### config.mk
export PLATFORM = sky130hd
export DESIGN_NAME = dual_rate_scheduler
export DESIGN_NICKNAME = d
export VERILOG_FILES = /design/src/rtl/dual_rate_scheduler.sv
export SDC_FILE = /design/constraint.sdc
export NUM_CORES = 1
export LEC_CHECK = 0
export ABC_CLOCK_PERIOD_IN_PS = 7300
export CAP_MARGIN = 40
export CORE_MARGIN = 4
export CORE_UTILIZATION = 31
export DETAILED_ROUTE_END_ITERATION = 8
export MAX_ROUTING_LAYER = met4
export PLACE_DENSITY = 0.56
export SYNTH_ARGS = -nofsm -noshare
export SYNTH_HDL_FRONTEND = slang
export SYNTH_SLANG_ARGS = --single-unit
### constraint.sdc
create_clock -name clock -period 7.3 [get_ports clock]
set_clock_uncertainty 0.05 [all_clocks]
set_input_delay 0.73 -clock clock [delete_from_list [all_inputs] [get_ports clock]]
set_output_delay 0.73 -clock clock [all_outputs]
set_load 0.03 [all_outputs]
### src/rtl/dual_rate_scheduler.sv
// dual_rate_scheduler: two level-controlled tick generators arbitrated round-robin onto one valid/ready port
// Ports: clock/reset (async, active-high); run gates both period counters;
//   shift_left_n / shift_right_n speed channel n up / down by one level;
//   tick_valid/tick_chan/tick_ready form the shared tick handshake (chan 0 = channel 1);
//   level_1/level_2 report current levels; overrun/ovr_clear are sticky drop flags.
// Optional: define OVERRUN_STATUS_EN to build the overrun flags; otherwise overrun reads 2'b00.
module dual_rate_scheduler #(
  parameter int CNT_WIDTH     = 24,
  parameter int BASE_PERIOD   = 1000,
  parameter int MAX_LEVEL     = 4,
  parameter int DEFAULT_LEVEL = 2
) (
  input  logic       clock,
  input  logic       reset,
  input  logic       run,
  input  logic       shift_left_1,
  input  logic       shift_right_1,
  input  logic       shift_left_2,
  input  logic       shift_right_2,
  output logic       tick_valid,
  output logic       tick_chan,
  input  logic       tick_ready,
  output logic [2:0] level_1,
  output logic [2:0] level_2,
  output logic [1:0] overrun,
  input  logic       ovr_clear
);
  typedef enum logic {IDLE, OFFER} state_t;
  localparam logic [CNT_WIDTH-1:0] BASE = CNT_WIDTH'(BASE_PERIOD);
  localparam logic [CNT_WIDTH-1:0] ONE  = CNT_WIDTH'(1);
  localparam logic [2:0] LMAX = 3'(MAX_LEVEL);
  localparam logic [2:0] LDEF = 3'(DEFAULT_LEVEL);
  state_t state, state_nx;
  logic chan_nx, rr_ptr, rr_nx;
  logic [1:0] pending, fire, clr, sl, sr;
  logic [1:0][2:0] lvl;
  logic [1:0][CNT_WIDTH-1:0] cnt;
  function automatic logic [2:0] step(input logic [2:0] l, input logic dn, input logic up);
    return (dn && !up) ? (l == 3'd0 ? l : l - 3'd1) : (up && !dn) ? (l >= LMAX ? l : l + 3'd1) : l;
  endfunction
  assign sl         = {shift_left_2, shift_left_1};
  assign sr         = {shift_right_2, shift_right_1};
  assign tick_valid = state == OFFER;
  assign level_1    = lvl[0];
  assign level_2    = lvl[1];
  assign fire       = run ? {cnt[1] == '0, cnt[0] == '0} : 2'b00;
  assign clr        = (tick_valid && tick_ready) ? (tick_chan ? 2'b10 : 2'b01) : 2'b00;
  always_ff @(posedge clock or posedge reset) begin
    if (reset) begin
      for (int i = 0; i < 2; i++) begin
        lvl[i] <= LDEF;
        cnt[i] <= (BASE << LDEF) - ONE;
      end
      pending <= 2'b00;
    end else begin
      for (int i = 0; i < 2; i++) begin
        lvl[i] <= step(lvl[i], sl[i], sr[i]);
        // reload uses the current level, so a level change waits for the next wrap
        if (run) cnt[i] <= fire[i] ? (BASE << lvl[i]) - ONE : cnt[i] - ONE;
      end
      // a fire on the same edge as the acceptance keeps the bit set
      pending <= fire | (pending & ~clr);
    end
  end
  always_comb begin
    state_nx = state;
    chan_nx  = tick_chan;
    rr_nx    = rr_ptr;
    if (state == IDLE) begin
      if (pending != 2'b00) begin
        state_nx = OFFER;
        chan_nx  = (&pending) ? rr_ptr : pending[1];
      end
    end else if (tick_ready) begin
      state_nx = IDLE;
      rr_nx    = ~tick_chan;
    end
  end
  always_ff @(posedge clock or posedge reset) begin
    if (reset) begin
      state     <= IDLE;
      tick_chan <= 1'b0;
      rr_ptr    <= 1'b0;
    end else begin
      state     <= state_nx;
      tick_chan <= chan_nx;
      rr_ptr    <= rr_nx;
    end
  end
`ifdef OVERRUN_STATUS_EN
  logic [1:0] ovr, ovr_set;
  assign ovr_set = fire & pending & ~clr;
  always_ff @(posedge clock or posedge reset) begin
    if (reset) ovr <= 2'b00;
    else ovr <= ovr_set | (ovr_clear ? 2'b00 : ovr);
  end
  assign overrun = ovr;
`else
  logic unused_ovr_clear;
  assign unused_ovr_clear = ovr_clear;
  assign overrun = 2'b00;
`endif
endmodule

==> reports/metrics.yaml <==
cts_made_buffers: 9
gr-usage-all-layers: 0.1384
p_switching_w: 0.0006109
synth_simple_gate_area_frac: 0.2452
synth.distinct_cells: 56
grt_pass1_wl_um: 14370
layout-drive-gt1-share: 0.1296
drc_errors: 0
cp-start-kind: "primary input"
tns_ps: 0
gp_congestion: 0.8656
p_clk_frac: 0.254
drv_slew: 0
synth-seq-cells: 59
synth_adder_area_share: 0.02582
dr.first_iter.drc_count: 234
syn_avg_cell_area_um2: 8.902
max-cap-violations: 0
slew_headroom: 0.4381
cts.sinks: 59
finalWorstSetupSlack_ps: 3637
postRouteAntennaNets: 0
cp.required_ps: 7510
peakVddDrop_uv: 169.5
regToRegStartpoint: "cnt[26]"
clockBufferDepth: 2
start_util: 0.3191
worstHoldStart: "cnt[44]"
cts_post_setup_buffers_inserted: 0
core_mm2: 0.01094
layout.nets: 419
die_y_um: 114.1
rows: 38
hold_buffers: 0
dp_slack_ps: 3333
fillers: 1108
clock_latency_ps: 320
grt_max_degree: 60
worst_pin_slew_ps: 835.1
antenna_found_initial: 0
wl_um: 8155
drt-pass1-iter-count: 5
hold_slack_ps: 412.0
crit_fanout: 33
p_total_w: 0.001540
synth-seq-area-share: 0.4310
final_cell_mix: "dfrtp_1, nand2_1, nor2_1"
dp_hpwl_um: 5450
via_count: 3014
die_x_um: 114.1
synth_ff_type: "dfrtp_1"
clk_transition_reported_paths_ps: 50
p_leak_nw: 1.651
io_buffers: 15
grt_pass1_vias: 2957
power_density_mw_per_mm2: 381.2
wl_per_cell_um: 14.85
crit_path_start: "run"
placed_cells: 533
async_flop_share: 1.000
period_share: 0.5018
p_comb_frac: 0.320
rsz0062_at_grt: "false"
fmax_mhz: 273.0
root_buffer: "clkbuf_16"
n_antenna_cell: 0
cts_tree: "built"
synth_xor_area_frac: 0.04016
yosys_warnings: 0
final_cells: 549
syn_area_mm2: 0.003490
cts_resized: 0
final_common_cell: "dfrtp_1"
post-route-min-period_ps: 3663
outcome: "completed"
dieArea_mm2: 0.01302
synth_edf_count: 0
finalHoldViolCount: 0
crit_arrival_ps: 3870
min_path_type: "flop to flop"
setup_viol: 0
p_int_w: 0.0009287
viasPerCell: 5.490
synth-compound-area-share: 0.1997
regToRegSetupSlack_ps: 4400
syn_inst: 392
crit_type: "primary input to flop"
crit_path_end_kind: "flop"
synth_top_family_by_area: "simple AND/OR/NAND/NOR gates"
p_seq_frac: 0.426
syn2layout_area_growth_pct: 15.74
swShare: 0.3968
h-tree-depth: 3
synth_mux_area_frac: 0.01183
pin_count: 19
grt-ovfl-total: 0
-- power by group through the flow --
stage | Combinational, W | Clock (W) | Sequential, W
global route | 0.000564 | 0.000418 | 0.000680
detailed placement | 0.000492 | 0 | 0.000654
CTS | 0.000495 | 0.000403 | 0.000652
finish | 0.000492 | 0.000391 | 0.000656
global placement | 0.000482 | 0 | 0.000653
floorplan | 0.000375 | 0 | 0.000612
-- critical path: stages --
cell             delay [ps]
clkdlybuf4s50_1         460
buf_4                   330
nor4b_1                 550
nand3_1                 480
nor3_2                  570
a21oi_1                 160
or4_1                   490
nand3_1                  90
-- area by class of cell --
| class | count | area [um^2] | area share |
|---|---|---|---|
| well taps | 140 | 175.2 | 0.04337 |
| multi-input cells | 297 | 1832 | 0.4535 |
| clock buffers | 11 | 252.7 | 0.06258 |
| repair buffers | 19 | 180.2 | 0.04461 |
| flip-flops and latches | 59 | 1504 | 0.3724 |
| inverters | 18 | 67.56 | 0.01673 |
| clock inverters | 5 | 27.53 | 0.006815 |
-- sequential cells by signal (all words and copies together), names as in the netlist --
signal / cells
tick_valid: 1
tick_chan: 1
rr_ptr: 1
level_2: 3
level_1: 3
cnt: 48
pending: 2
-- path summary, 6_finish.rpt --
kind / depth (start not counted) / endpoint
worst max-delay path: 8 / cnt[31]
worst min-delay path: 1 / cnt[44]
worst max register to register: 6 / cnt[31]
worst min register to register: 1 / cnt[44]
max in group asynchronous: 3 / cnt[5]
min in group asynchronous: 3 / rr_ptr
-- logic make-up after synthesis --
family                   after synthesis
XOR/XNOR                              16
multiplexers                           4
AND/OR/NAND/NOR                      162
other                                  1
AO/OA/AOI/OAI                        107
flip-flops                            59
buffers and inverters                 37
adder cells (fa/ha/maj)                6
-- stage by stage --
step                      utilization  instance area (um^2)
after CTS                      0.3693                  4039
after detailed placement       0.3437                  3759
after global placement         0.3437                  3759
after global routing           0.3693                  4039
final                          0.3693                  4039
after floorplan                     -                  3493
-- cell usage after synthesis, types with 3 or more instances --
cell	count	share of area
o22ai_1	4	0.0072
clkbuf_1	13	0.014
nand3_1	18	0.026
nor2_1	31	0.033
nand2b_1	3	0.0054
o31a_1	3	0.0075
a31oi_1	10	0.018
o21ai_0	25	0.036
mux2i_1	3	0.0086
nor4b_1	3	0.0075
o31ai_1	7	0.015
a21o_1	5	0.011
or4_1	11	0.024
xor2_1	11	0.028
nor3b_1	3	0.0065
nand2_1	36	0.039
inv_1	18	0.019
and2_1	3	0.0054
dfstp_2	22	0.17
or3_1	5	0.0090
nor3_1	16	0.023
xnor2_1	5	0.013
a211oi_1	5	0.011
a21oi_1	28	0.040
buf_4	3	0.0065
o41ai_1	3	0.0075
nor4_1	17	0.030
ha_1	4	0.014
dfrtp_1	37	0.27
o32ai_1	3	0.0075
-- per-layer routing --
metal | routed length (um) | part of all wire | GRT usage | vias to the layer above
met2 | 3851 | 0.47 | 0.2092 | 84
met5 | 0 | 0 | - | -
met3 | 413 | 0.051 | 0.03436 | 4
met1 | 3847 | 0.47 | 0.1881 | 1444
met4 | 42 | 0.0052 | 0.03246 | 0
li1 | - | - | - | 1482
Power figures use the tool's default switching activity.
